`config.mk`:
```
export PLATFORM = sky130hd
export DESIGN_NAME = holy_gpio_irq
export DESIGN_NICKNAME = d
export VERILOG_FILES = /design/src/rtl/holy_gpio_irq.sv
export SDC_FILE = /design/constraint.sdc
export NUM_CORES = 1
export LEC_CHECK = 0
export CAP_MARGIN = 10
export CORE_MARGIN = 2
export CORE_UTILIZATION = 30
export DETAILED_ROUTE_END_ITERATION = 10
export SLEW_MARGIN = 5
export SYNTH_ARGS = -nofsm -noshare
export SYNTH_HDL_FRONTEND = slang
export SYNTH_SLANG_ARGS = --single-unit
```
`constraint.sdc`:
```
create_clock -name clk -period 2.4 [get_ports clk]
set_clock_uncertainty 0.05 [all_clocks]
set_input_delay 0.36 -clock clk [delete_from_list [all_inputs] [get_ports clk]]
set_output_delay 0.36 -clock clk [all_outputs]
set_load 0.005 [all_outputs]
```
`src/rtl/holy_gpio_irq.sv`:
```
// AXI-Lite GPIO block: output/direction registers, synchronized inputs and
// per-pin edge/level interrupt events latched into a W1C status register.
module holy_gpio_irq #(
  parameter int unsigned NUM_PINS  = 8,
  parameter logic [31:0] BASE_ADDR = 32'h0000_0000
) (
  input  logic                clk,
  input  logic                rst_n,
  input  logic [NUM_PINS-1:0] gpio_in,
  output logic [NUM_PINS-1:0] gpio_out,
  output logic [NUM_PINS-1:0] gpio_oe,
  input  logic [31:0]         s_axi_awaddr,
  input  logic                s_axi_awvalid,
  output logic                s_axi_awready,
  input  logic [31:0]         s_axi_wdata,
  input  logic [3:0]          s_axi_wstrb,
  input  logic                s_axi_wvalid,
  output logic                s_axi_wready,
  output logic [1:0]          s_axi_bresp,
  output logic                s_axi_bvalid,
  input  logic                s_axi_bready,
  input  logic [31:0]         s_axi_araddr,
  input  logic                s_axi_arvalid,
  output logic                s_axi_arready,
  output logic [31:0]         s_axi_rdata,
  output logic [1:0]          s_axi_rresp,
  output logic                s_axi_rvalid,
  input  logic                s_axi_rready,
  output logic                irq_o
);

  localparam logic [1:0] RespOkay   = 2'b00;
  localparam logic [1:0] RespSlverr = 2'b10;

  typedef enum logic {WIdle, WResp} w_state_e;
  typedef enum logic {RIdle, RData} r_state_e;

  // Offsets 0x00..0x18 are mapped; 0x1C and anything outside the window are not.
  function automatic logic addr_mapped(input logic [31:0] addr);
    logic [31:0] off;
    off = addr - BASE_ADDR;
    return (addr >= BASE_ADDR) && (off < 32'd32) && (off[4:2] != 3'd7);
  endfunction

  function automatic logic [2:0] addr_index(input logic [31:0] addr);
    logic [31:0] off;
    off = addr - BASE_ADDR;
    return off[4:2];
  endfunction

  logic [NUM_PINS-1:0] sync1_q, sync2_q, sync3_q;
  logic [NUM_PINS-1:0] data_out_q, data_out_d;
  logic [NUM_PINS-1:0] dir_q, dir_d;
  logic [NUM_PINS-1:0] irq_en_q, irq_en_d;
  logic [NUM_PINS-1:0] irq_type_q, irq_type_d;
  logic [NUM_PINS-1:0] irq_pol_q, irq_pol_d;
  logic [NUM_PINS-1:0] irq_status_q, irq_status_d;
  logic [NUM_PINS-1:0] status_clr, pin_event;
  logic                irq_q;
  logic                ready_q;

  w_state_e w_state_q, w_state_d;
  r_state_e r_state_q, r_state_d;
  logic [1:0]  bresp_q, bresp_d;
  logic [1:0]  rresp_q, rresp_d;
  logic [31:0] rdata_q, rdata_d;

  logic        w_fire, r_fire, w_mapped, r_mapped;
  logic [2:0]  w_idx, r_idx;
  logic [31:0] strb_mask, wr_bits;
  logic [NUM_PINS-1:0] wr_keep, wr_set, rd_pins;
  logic        unused_wr;

  // ready_q holds the channels off until the first cycle after reset is released
  assign s_axi_awready = ready_q && (w_state_q == WIdle);
  assign s_axi_wready  = s_axi_awready;
  assign s_axi_bvalid  = (w_state_q == WResp);
  assign s_axi_bresp   = bresp_q;
  assign s_axi_arready = ready_q && (r_state_q == RIdle);
  assign s_axi_rvalid  = (r_state_q == RData);
  assign s_axi_rresp   = rresp_q;
  assign s_axi_rdata   = rdata_q;
  assign gpio_out      = data_out_q;
  assign gpio_oe       = dir_q;
  assign irq_o         = irq_q;

  assign w_fire   = s_axi_awready && s_axi_awvalid && s_axi_wvalid;
  assign r_fire   = s_axi_arready && s_axi_arvalid;
  assign w_mapped = addr_mapped(s_axi_awaddr);
  assign r_mapped = addr_mapped(s_axi_araddr);
  assign w_idx    = addr_index(s_axi_awaddr);
  assign r_idx    = addr_index(s_axi_araddr);

  assign strb_mask = {{8{s_axi_wstrb[3]}}, {8{s_axi_wstrb[2]}},
                      {8{s_axi_wstrb[1]}}, {8{s_axi_wstrb[0]}}};
  assign wr_bits   = s_axi_wdata & strb_mask;
  assign wr_set    = wr_bits[NUM_PINS-1:0];
  assign wr_keep   = ~strb_mask[NUM_PINS-1:0];
  // Register bits above NUM_PINS are deliberately dropped
  assign unused_wr = ^{wr_bits, strb_mask};

  // Per-pin event: edge selects rising/falling by polarity, level compares against ~polarity
  always_comb begin
    logic [NUM_PINS-1:0] edge_evt, level_evt;
    edge_evt  = (sync2_q & ~sync3_q & ~irq_pol_q) | (~sync2_q & sync3_q & irq_pol_q);
    level_evt = sync2_q ^ irq_pol_q;
    pin_event = (irq_type_q & edge_evt) | (~irq_type_q & level_evt);
  end

  // Register-file next state; a new event overrides a simultaneous W1C
  always_comb begin
    data_out_d = data_out_q;
    dir_d      = dir_q;
    irq_en_d   = irq_en_q;
    irq_type_d = irq_type_q;
    irq_pol_d  = irq_pol_q;
    status_clr = '0;
    if (w_fire && w_mapped) begin
      case (w_idx)
        3'd1:    data_out_d = (data_out_q & wr_keep) | wr_set;
        3'd2:    dir_d      = (dir_q & wr_keep) | wr_set;
        3'd3:    irq_en_d   = (irq_en_q & wr_keep) | wr_set;
        3'd4:    irq_type_d = (irq_type_q & wr_keep) | wr_set;
        3'd5:    irq_pol_d  = (irq_pol_q & wr_keep) | wr_set;
        3'd6:    status_clr = wr_set;
        default: ;
      endcase
    end
    irq_status_d = (irq_status_q & ~status_clr) | pin_event;
  end

  // Write channel FSM: accept address and data together, then hold the response
  always_comb begin
    w_state_d = w_state_q;
    bresp_d   = bresp_q;
    unique case (w_state_q)
      WIdle: begin
        if (w_fire) begin
          w_state_d = WResp;
          bresp_d   = w_mapped ? RespOkay : RespSlverr;
        end
      end
      WResp: begin
        if (s_axi_bready) w_state_d = WIdle;
      end
      default: w_state_d = WIdle;
    endcase
  end

  // Read data mux over pre-write register values
  always_comb begin
    rd_pins = '0;
    case (r_idx)
      3'd0:    rd_pins = sync2_q;
      3'd1:    rd_pins = data_out_q;
      3'd2:    rd_pins = dir_q;
      3'd3:    rd_pins = irq_en_q;
      3'd4:    rd_pins = irq_type_q;
      3'd5:    rd_pins = irq_pol_q;
      3'd6:    rd_pins = irq_status_q;
      default: rd_pins = '0;
    endcase
  end

  // Read channel FSM: capture on handshake, hold until rready
  always_comb begin
    r_state_d = r_state_q;
    rdata_d   = rdata_q;
    rresp_d   = rresp_q;
    unique case (r_state_q)
      RIdle: begin
        if (r_fire) begin
          r_state_d = RData;
          rdata_d   = '0;
          if (r_mapped) begin
            rdata_d[NUM_PINS-1:0] = rd_pins;
            rresp_d = RespOkay;
          end else begin
            rresp_d = RespSlverr;
          end
        end
      end
      RData: begin
        if (s_axi_rready) r_state_d = RIdle;
      end
      default: r_state_d = RIdle;
    endcase
  end

  // Input synchronizer plus one delay stage for edge detection
  always_ff @(posedge clk) begin
    if (!rst_n) begin
      sync1_q <= '0;
      sync2_q <= '0;
      sync3_q <= '0;
    end else begin
      sync1_q <= gpio_in;
      sync2_q <= sync1_q;
      sync3_q <= sync2_q;
    end
  end

  // Register file, status and registered interrupt output
  always_ff @(posedge clk) begin
    if (!rst_n) begin
      data_out_q   <= '0;
      dir_q        <= '0;
      irq_en_q     <= '0;
      irq_type_q   <= '0;
      irq_pol_q    <= '0;
      irq_status_q <= '0;
      irq_q        <= 1'b0;
    end else begin
      data_out_q   <= data_out_d;
      dir_q        <= dir_d;
      irq_en_q     <= irq_en_d;
      irq_type_q   <= irq_type_d;
      irq_pol_q    <= irq_pol_d;
      irq_status_q <= irq_status_d;
      irq_q        <= |(irq_status_q & irq_en_q);
    end
  end

  // Bus FSM state and response registers
  always_ff @(posedge clk) begin
    if (!rst_n) begin
      ready_q   <= 1'b0;
      w_state_q <= WIdle;
      r_state_q <= RIdle;
      bresp_q   <= 2'b00;
      rresp_q   <= 2'b00;
      rdata_q   <= '0;
    end else begin
      ready_q   <= 1'b1;
      w_state_q <= w_state_d;
      r_state_q <= r_state_d;
      bresp_q   <= bresp_d;
      rresp_q   <= rresp_d;
      rdata_q   <= rdata_d;
    end
  end

endmodule

```
======== Yosys cells after proc, flatten, opt, wreduce, memory -nomap -nowiden ========
Index checks and enable logic that the tools add are counted.
storage, ports and cells
  output and inout bits ................... 58
  logic and storage cells ................. 97
  flip-flop bits (word level) ............. 88
  input port bits ......................... 115
operators by class
  eq/ne operators ......................... 14
  bitwise logic cells ..................... 31
  reduce and logical (&&, ||, !) cells .... 19
  multiplexer cells ....................... 13
  order comparisons ....................... 4
operators by type and width
  cell                                                                number
  AND 8 bit                                                           14
  greater-or-equal comparator 32 x 1 -> 1 bit, second input constant  2
  < comparator 32 x 6 -> 1 bit, second input constant                 2
  OR 8 bit                                                            8
  one-hot mux 8 bit (7 select lines)                                  1
  NOT 8 bit                                                           6
  2-to-1 mux 8 bit                                                    3
  equality test 3 bit, second input constant                          6
  AND reduction 2 bit                                                 7
  equality test 3 x 2 -> 1 bit, second input constant                 4
  logical AND 1 bit                                                   10
  OR reduction 8 bit                                                  1
  XOR 8 bit                                                           1
  equality test 3 x 1 -> 1 bit, second input constant                 2
  != test 3 bit, second input constant                                2
  2-to-1 mux 1 bit                                                    5
  2-to-1 mux 2 bit                                                    2
  one-hot mux 1 bit (2 select lines)                                  2
  logical NOT 3 bit                                                   1
  NOT 1 bit                                                           2

======== Depth between registers and ports, before layout ========
Gate-level depths: netlist of the first run.
  word-level depth ........................ 9
  depth in mapped cells ................... 6
  depth with buffers taken out ............ 4

======== Worst setup path after synthesis of the first run ========
No wires, ideal clock.
  kind .................................... in2reg
  from .................................... in s_axi_awaddr[18]
  to ...................................... reg irq_status_q[7]
  arrival time ............................ 1764 ps
  data required time ...................... 2231 ps
  setup time .............................. 119 ps
  path slack .............................. 468 ps
  buffers on the path ..................... 1
  cell stages on the path ................. 5
  cells stage by stage .................... nor4_4 > nand4_4 > or4_1 > buf_2 > o221a_1
between the ends
  cells in the longest elaborated chain, start to end .. 8
  elaborated cells on any way between the ends .. 9
  classes of those cells .................. 2 x order compare; 1 x mux; 3 x bitwise; 3 x reduce/logical
ends and longest elaborated chain
  item                                                                                         RTL line  source
  start: declaration                                                                           12        input logic [31:0] s_axi_awaddr,
  greater-or-equal comparator 32 x 1 -> 1 bit or < comparator 32 x 6 -> 1 bit (tied branches)  42        return (addr >= BASE_ADDR) && (off < 32'd32) && (off[4:2] != 3'd7);
  logical AND 1 bit (*) (2 in a row)                                                           42
  logical AND 1 bit (*)                                                                        118       if (w_fire && w_mapped) begin
  2-to-1 mux 8 bit (*)                                                                         118
  NOT 8 bit (*)                                                                                129       irq_status_d = (irq_status_q & ~status_clr) | pin_event;
  AND 8 bit (*)                                                                                129
  OR 8 bit (*)                                                                                 129
  end signal: assignment                                                                       219       irq_status_q <= irq_status_d;
  end: declaration                                                                             57        logic [NUM_PINS-1:0] irq_status_q, irq_status_d;
Mark *: on every way between the ends. The rest lies on a longest branch, timed or not.
A chain may end at the register's enable or synchronous reset.

==> results.txt, run 1 <==
outcome - completed
drt initial violations - 231
Max Fanout on Critical Path - 8
Hold Slack - 287 ps
Final Wtd Congestion - 0.823
Worst Path Required - 2560 ps
TritonCTS clock tree - done
fraction of layout cells with a size suffix above 1 - 9.22%
gr ovfl total - 0
WL per Instance - 15.6 um
Startpoint Class - primary input
final setup TNS - 0 ps
Min-Delay Startpoint - rst_n
CP max-delay cell - or4_1
core area - 13700 um^2
Cells after Synth - 443
CP Capture Type - register
Yosys reg bits - 86
Root Buffer - clkbuf_16
Residual DRC - 0
CP Buf/Inv Count - 3
Yosys cell types - 43
Critical R2R Capture - irq_status_q[7]
Post-Synth XOR/XNOR Area - 0%
CP Cell Sequence - clkdlybuf4s50_1, nor4_4, nand4_4, buf_4, or4_1, buf_4, mux2i_1
adder-cell share of the synthesized area - 0%
Max H-tree Level - 3
Die Y - 122 um
CTS resizes - 0
mux contribution to synthesized area - 14.7%
Chip Width - 122 um
Highest Clock Rate - 471 MHz
Rel. slew slack - 58.4%
CTS max path bufs - 2
number of diodes - 0
Die ar. - 14900 um^2
Post-DRT Antenna Nets - 0
Layout Area Growth over Synthesis - 40.7%
worst-skew pair later-pin latency - 330 ps
RSZ-0062 raised after global routing - no
CP delay by family, top - simple AND/OR/NAND/NOR gates
Max-Cap Viols - 0
final hold vios - 0
GRT Total Usage - 15.9%
Pins Over Slew Limit - 0
peak supply drop - 0.304 mV
I/O Buffers - 115
Final setup viols - 0
Post-CTS Setup Bufs - 0
Vias - 3669
Post-Syn Area - 4180 um^2
nets@finish - 687
post-DP HPWL - 8870 um
Worst Hold End - s_axi_rresp[1]
Synth Area in Compound Gates - 11.7%
Synth Warn # - 0
Core Util, Final - 42.8%
Rows - 43
CP max stage delay - 490 ps
syn avg cell area - 9.43 um^2
cell mode on critical path - buf_4
path type of the worst setup path - primary input to register
P_leak - 2.18 nW
Simple-Gate Fraction of Synth Area - 24.4%
initial antenna violation count - 0
WP data arrival - 2290 ps
fin crit period - 2120 ps
Hold/Removal Path Class - primary input to register
final wirelength - 11800 um
WHS Path Cells - 2
Vias per Instance - 4.86
slew of the pin with the lowest slew margin - 622 ps
largest family of logic cells by synthesized area - simple AND/OR/NAND/NOR gates
dpl cells - 741
Power Density - 546 nW/um^2
vias in the first global route - 3543
R2R setup slack - 610 ps
TritonCTS Buffers - 9
Reg2Reg Depth - 5
clk sinks - 86
Final Non-Filler Cells - 755
register area share after synthesis - 41.2%
Reg clk slew, reported paths - 60 ps
I/O Pins - 173
FF-to-FF Start - s_axi_bvalid
Post-CTS Hold Buffers - 0
Starting Density - 30.4%
first-pass GRT wire length - 18200 um
first-pass detailed-route iteration total - 4
Tcrit/Tclk final - 88.5%
largest net degree at the start of global routing - 54
==> worst max path at each step <==
| stage | startpoint | endpoint | slack, ps | depth (start not counted) |
|---|---|---|---|---|
| 2_1_floorplan | s_axi_awaddr[18] | irq_status_q[7] | 470 | 5 |
| 6_report | s_axi_awaddr[10] | register | 280 | 7 |
| 3_5_place_dp | s_axi_awaddr[10] | register | -70 | 7 |
| 5_1_grt | s_axi_awaddr[10] | register | 200 | 7 |
| 4_1_cts | s_axi_awaddr[10] | register | 270 | 7 |
| 3_3_place_gp | s_axi_awaddr[10] | register | -50 | 7 |
==> where the power goes <==
part,total (W),internal (W),switching (W)
sequential,0.00147,0.00146,0.0000175
clock,0.00139,0.000853,0.000535
combinational,0.000349,0.000198,0.000151
==> worst register-to-register path: cells and delay by family (launching register included) <==
kind / cells / cell delay (ps)
AND/OR/NAND/NOR: 3 / 880
flip-flops: 1 / 330
AO/OA/AOI/OAI: 1 / 230
buffers and inverters: 1 / 210
==> cell usage after synthesis (all sizes together) <==
cell | number | share of area, %
conb | 1 | 0.090
a221o | 1 | 0.24
nor2b | 13 | 1.9
a41oi | 1 | 0.21
and3 | 3 | 0.45
buf | 34 | 5.6
nor3 | 7 | 1.1
and4 | 1 | 0.21
nand2 | 78 | 7.0
a2111oi | 1 | 0.21
o32ai | 1 | 0.21
nor2 | 6 | 0.54
a21oi | 4 | 0.48
and2 | 25 | 3.7
or4 | 4 | 0.72
mux2i | 59 | 14
and4b | 1 | 0.24
o21ai | 1 | 0.12
a22o | 2 | 0.42
nand4b | 1 | 0.36
o211a | 1 | 0.24
nand3 | 8 | 0.96
a32oi | 1 | 0.21
inv | 11 | 0.99
o31ai | 5 | 0.90
o221ai | 12 | 2.5
dfxtp | 86 | 41
nand3b | 1 | 0.18
a22oi | 8 | 1.4
a221oi | 4 | 0.84
o22ai | 10 | 1.5
nand4 | 4 | 0.96
o221a | 8 | 2.2
nor4 | 13 | 4.4
nand2b | 11 | 1.6
clkbuf | 14 | 1.3
mux2 | 2 | 0.54
==> stage by stage <==
step	setup WS [ps]	power, W	cell area, um^2
5_1_grt	205	0.00331	5880
6_report	277	0.00321	5880
3_5_place_dp	-69.1	0.00185	5590
2_1_floorplan	468	0.00167	4270
3_3_place_gp	-53.5	0.00185	5590
4_1_cts	267	0.00323	5880
==> placed cells by master (no fill, tap or decap), drive strengths merged, types with 12 or more instances in the layout <==
cell and instances:
and2 25, buf 27, clkbuf 13, clkdlybuf4s50 114, conb 26, dfxtp 86, mux2i 59, nand2 78
nor2b 13, nor4 13, o221ai 12
==> final cells by class <==
class / count / area (um^2)
fill: 1345 / 7840
multi-input combinational: 323 / 2220
sequential: 86 / 1720
timing repair buffer: 141 / 1380
clock buffer: 13 / 260
tap: 180 / 225
inverter: 11 / 41.3
clock inverter: 1 / 30.0
==> kinds of logic after synthesis <==
family,count (synthesis)
and+or+nand+nor,176
muxes,61
other,1
buffers and inverters,59
AOI/OAI and AO/OA,60
DFF,86
==> routing by layer <==
layer	global-route usage (%)	wire [um]	vias to the layer above
met4	3.74	171	0
met5	0	0	-
met3	4.31	821	12
met1	19.2	5100	1723
met2	27.9	5700	137
li1	-	-	1797
Note: power is estimated with default switching activity, not from simulation.
==> run 2, diff against run 1 <==
Settings changed: CORE_MARGIN 2 to not set.
Clock period 2.4 ns to 2.35 ns, I/O delays scaled along.
==> results.txt, run 2 (synthesized netlist as in run 1, its figures left out) <==
outcome - completed (unchanged)
Hold/Removal Path Class - primary input to register (unchanged)
clk sinks - 86 (unchanged)
commonest non-fill, non-tap cells in the layout - clkdlybuf4s50_1, dfxtp_1, nand2_1 (unchanged)
Chip Width - 120 um (was 122 um)
Root Buffer - clkbuf_16 (unchanged)
Max H-tree Level - 3 (unchanged)
WP data arrival - 2260 ps (was 2290 ps)
fraction of layout cells with a size suffix above 1 - 9.08% (was 9.22%)
Power Density - 572 nW/um^2 (was 546 nW/um^2)
dpl cells - 733 (was 741)
gr ovfl total - 0 (unchanged)
RSZ-0062 raised after global routing - no (unchanged)
vias in the first global route - 3568 (was 3543)
fin crit period - 2100 ps
post-DP HPWL - 8430 um (was 8870 um)
worst-skew pair later-pin latency - 340 ps (was 330 ps)
peak supply drop - 0.447 mV (was 0.304 mV)
combinational power share - 10.5% (was 10.9%)
internal power - 0.00265 W (was 0.00251 W)
CTS max path bufs - 2 (unchanged)
Die ar. - 14400 um^2 (was 14900 um^2)
Post-CTS Setup Bufs - 0 (unchanged)
Startpoint Class - primary input (unchanged)
Layout Area Growth over Synthesis - 41.9% (was 40.7%)
Core Util, Final - 44.2% (was 42.8%)
I/O Pins - 173 (unchanged)
Sequential Power Share - 44.4% (was 45.9%)
TritonCTS Buffers - 9 (unchanged)
Max-Cap Viols - 0 (unchanged)
Highest Clock Rate - 477 MHz
Vias per Instance - 4.77 (was 4.86)
CTS resizes - 0 (unchanged)
Rows - 42 (was 43)
Die Y - 120 um (was 122 um)
Final setup viols - 0 (unchanged)
Pins Over Slew Limit - 0 (unchanged)
Final Wtd Congestion - 0.761 (was 0.823)
register area - 1720 um^2 (unchanged)
Residual DRC - 0 (unchanged)
Post-DRT Antenna Nets - 0 (unchanged)
TritonCTS clock tree - done (unchanged)
Placement Cell Area - 5600 um^2 (was 5590 um^2)
finished layout cell area - 5930 um^2 (was 5880 um^2)
Tcrit/Tclk final - 89.2%
final hold vios - 0 (unchanged)
largest net degree at the start of global routing - 81 (was 54)
Worst Path Required - 2520 ps (was 2560 ps)
clock share of power - 45.1% (was 43.2%)
core area - 13400 um^2 (was 13700 um^2)
Post-CTS Hold Buffers - 0 (unchanged)
Psw - 0.000735 W (was 0.000703 W)
first-pass detailed-route iteration total - 4 (unchanged)
Final Non-Filler Cells - 749 (was 755)
Fill cells - 1328 (was 1345)
WL per Instance - 15.0 um (was 15.6 um)
Starting Density - 31.2% (was 30.4%)
initial antenna violation count - 0 (unchanged)
most common cell after layout, fill and taps aside - clkdlybuf4s50_1 (unchanged)
Reg clk slew, reported paths - 60 ps (about the same)
footprint of the multi-input gates - 2220 um^2 (unchanged)
number of diodes - 0 (unchanged)
first-pass GRT wire length - 17900 um (was 18200 um)
Sw Ratio - 21.7% (was 21.9%)
GRT Total Usage - 16.2% (was 15.9%)
path type of the worst setup path - primary input to register (unchanged)
CP Capture Type - register (unchanged)
P_leak - 2.19 nW (was 2.18 nW)
I/O Buffers - 115 (unchanged)
nets@finish - 683 (was 687)
drt initial violations - 119 (was 231)
Max Fanout on Critical Path - 8 (unchanged)
final wirelength - 11200 um (was 11800 um)
Vias - 3572 (was 3669)
==> run 2: cell count changes in the layout (fill, tap and decap cells not counted), sizes merged <==
cell,before,now
buf,27,23
clkbuf,13,11
bufinv,1,2
clkinv,0,1
clkinvlp,0,1
inv,11,12
==> run 2: power by group through the flow <==
| stage | logic [W] | clock network (W) | registers [W] |
|---|---|---|---|
| after global routing | 0.000387 | 0.00164 | 0.00151 |
| after floorplan | 0.000172 | 0 | 0.00153 |
| after detailed placement | 0.000358 | 0 | 0.00154 |
| final | 0.000357 | 0.00153 | 0.00150 |
| after global placement | 0.000353 | 0 | 0.00154 |
| after CTS | 0.000359 | 0.00156 | 0.00150 |
==> run 2: final cells by class <==
class | instances | area share, %
Multi-Input combinational cell | 323 | 37.5
Sequential cell | 86 | 29.1
Timing Repair Buffer | 137 | 23.6
Clock buffer | 11 | 4.10
Tap cell | 176 | 3.72
Clock inverter | 5 | 1.37
Inverter | 11 | 0.697
==> run 2: final timing paths <==
| check | depth (start not counted) | slack (ps) | to | from |
|---|---|---|---|---|
| worst min-delay path | 1 | 230 | ready_q | rst_n |
| worst max register to register | 5 | 560 | irq_status_q[7] | s_axi_bvalid |
| worst max-delay path | 7 | 250 | register | s_axi_awaddr[10] |
| worst min register to register | 1 | 380 | sync2_q[5] | sync1_q[5] |
==> run 2: routing by layer <==
layer	part of all wire, %	track usage, %	vias to the layer above	wire length, um
met4	1.2	4.22	0	135
li1	-	-	1789	-
met1	44	19.7	1655	4930
met2	49	28.1	116	5490
met3	6.1	4.09	12	690
met5	0	0	-	0
==> run 2: metrics by stage <==
| stage | hold WS [ps] | total power, W | setup WS (ps) | TNS (ps) |
|---|---|---|---|---|
| floorplan | 330 | 0.00170 | 425 | 0 |
| global placement | 364 | 0.00189 | -98.2 | -1200 |
| finish | 227 | 0.00339 | 255 | 0 |
| detailed placement | 370 | 0.00189 | -102 | -1200 |
| global route | 228 | 0.00353 | 147 | 0 |
| CTS | 222 | 0.00343 | 251 | 0 |
==> run 2: worst max-delay path, stage by stage <==
cell and delay (ps):
clkdlybuf4s50_1 440, nor4_4 330, nand4_4 140, buf_4 160, or4_1 490, buf_4 210, mux2i_1 130
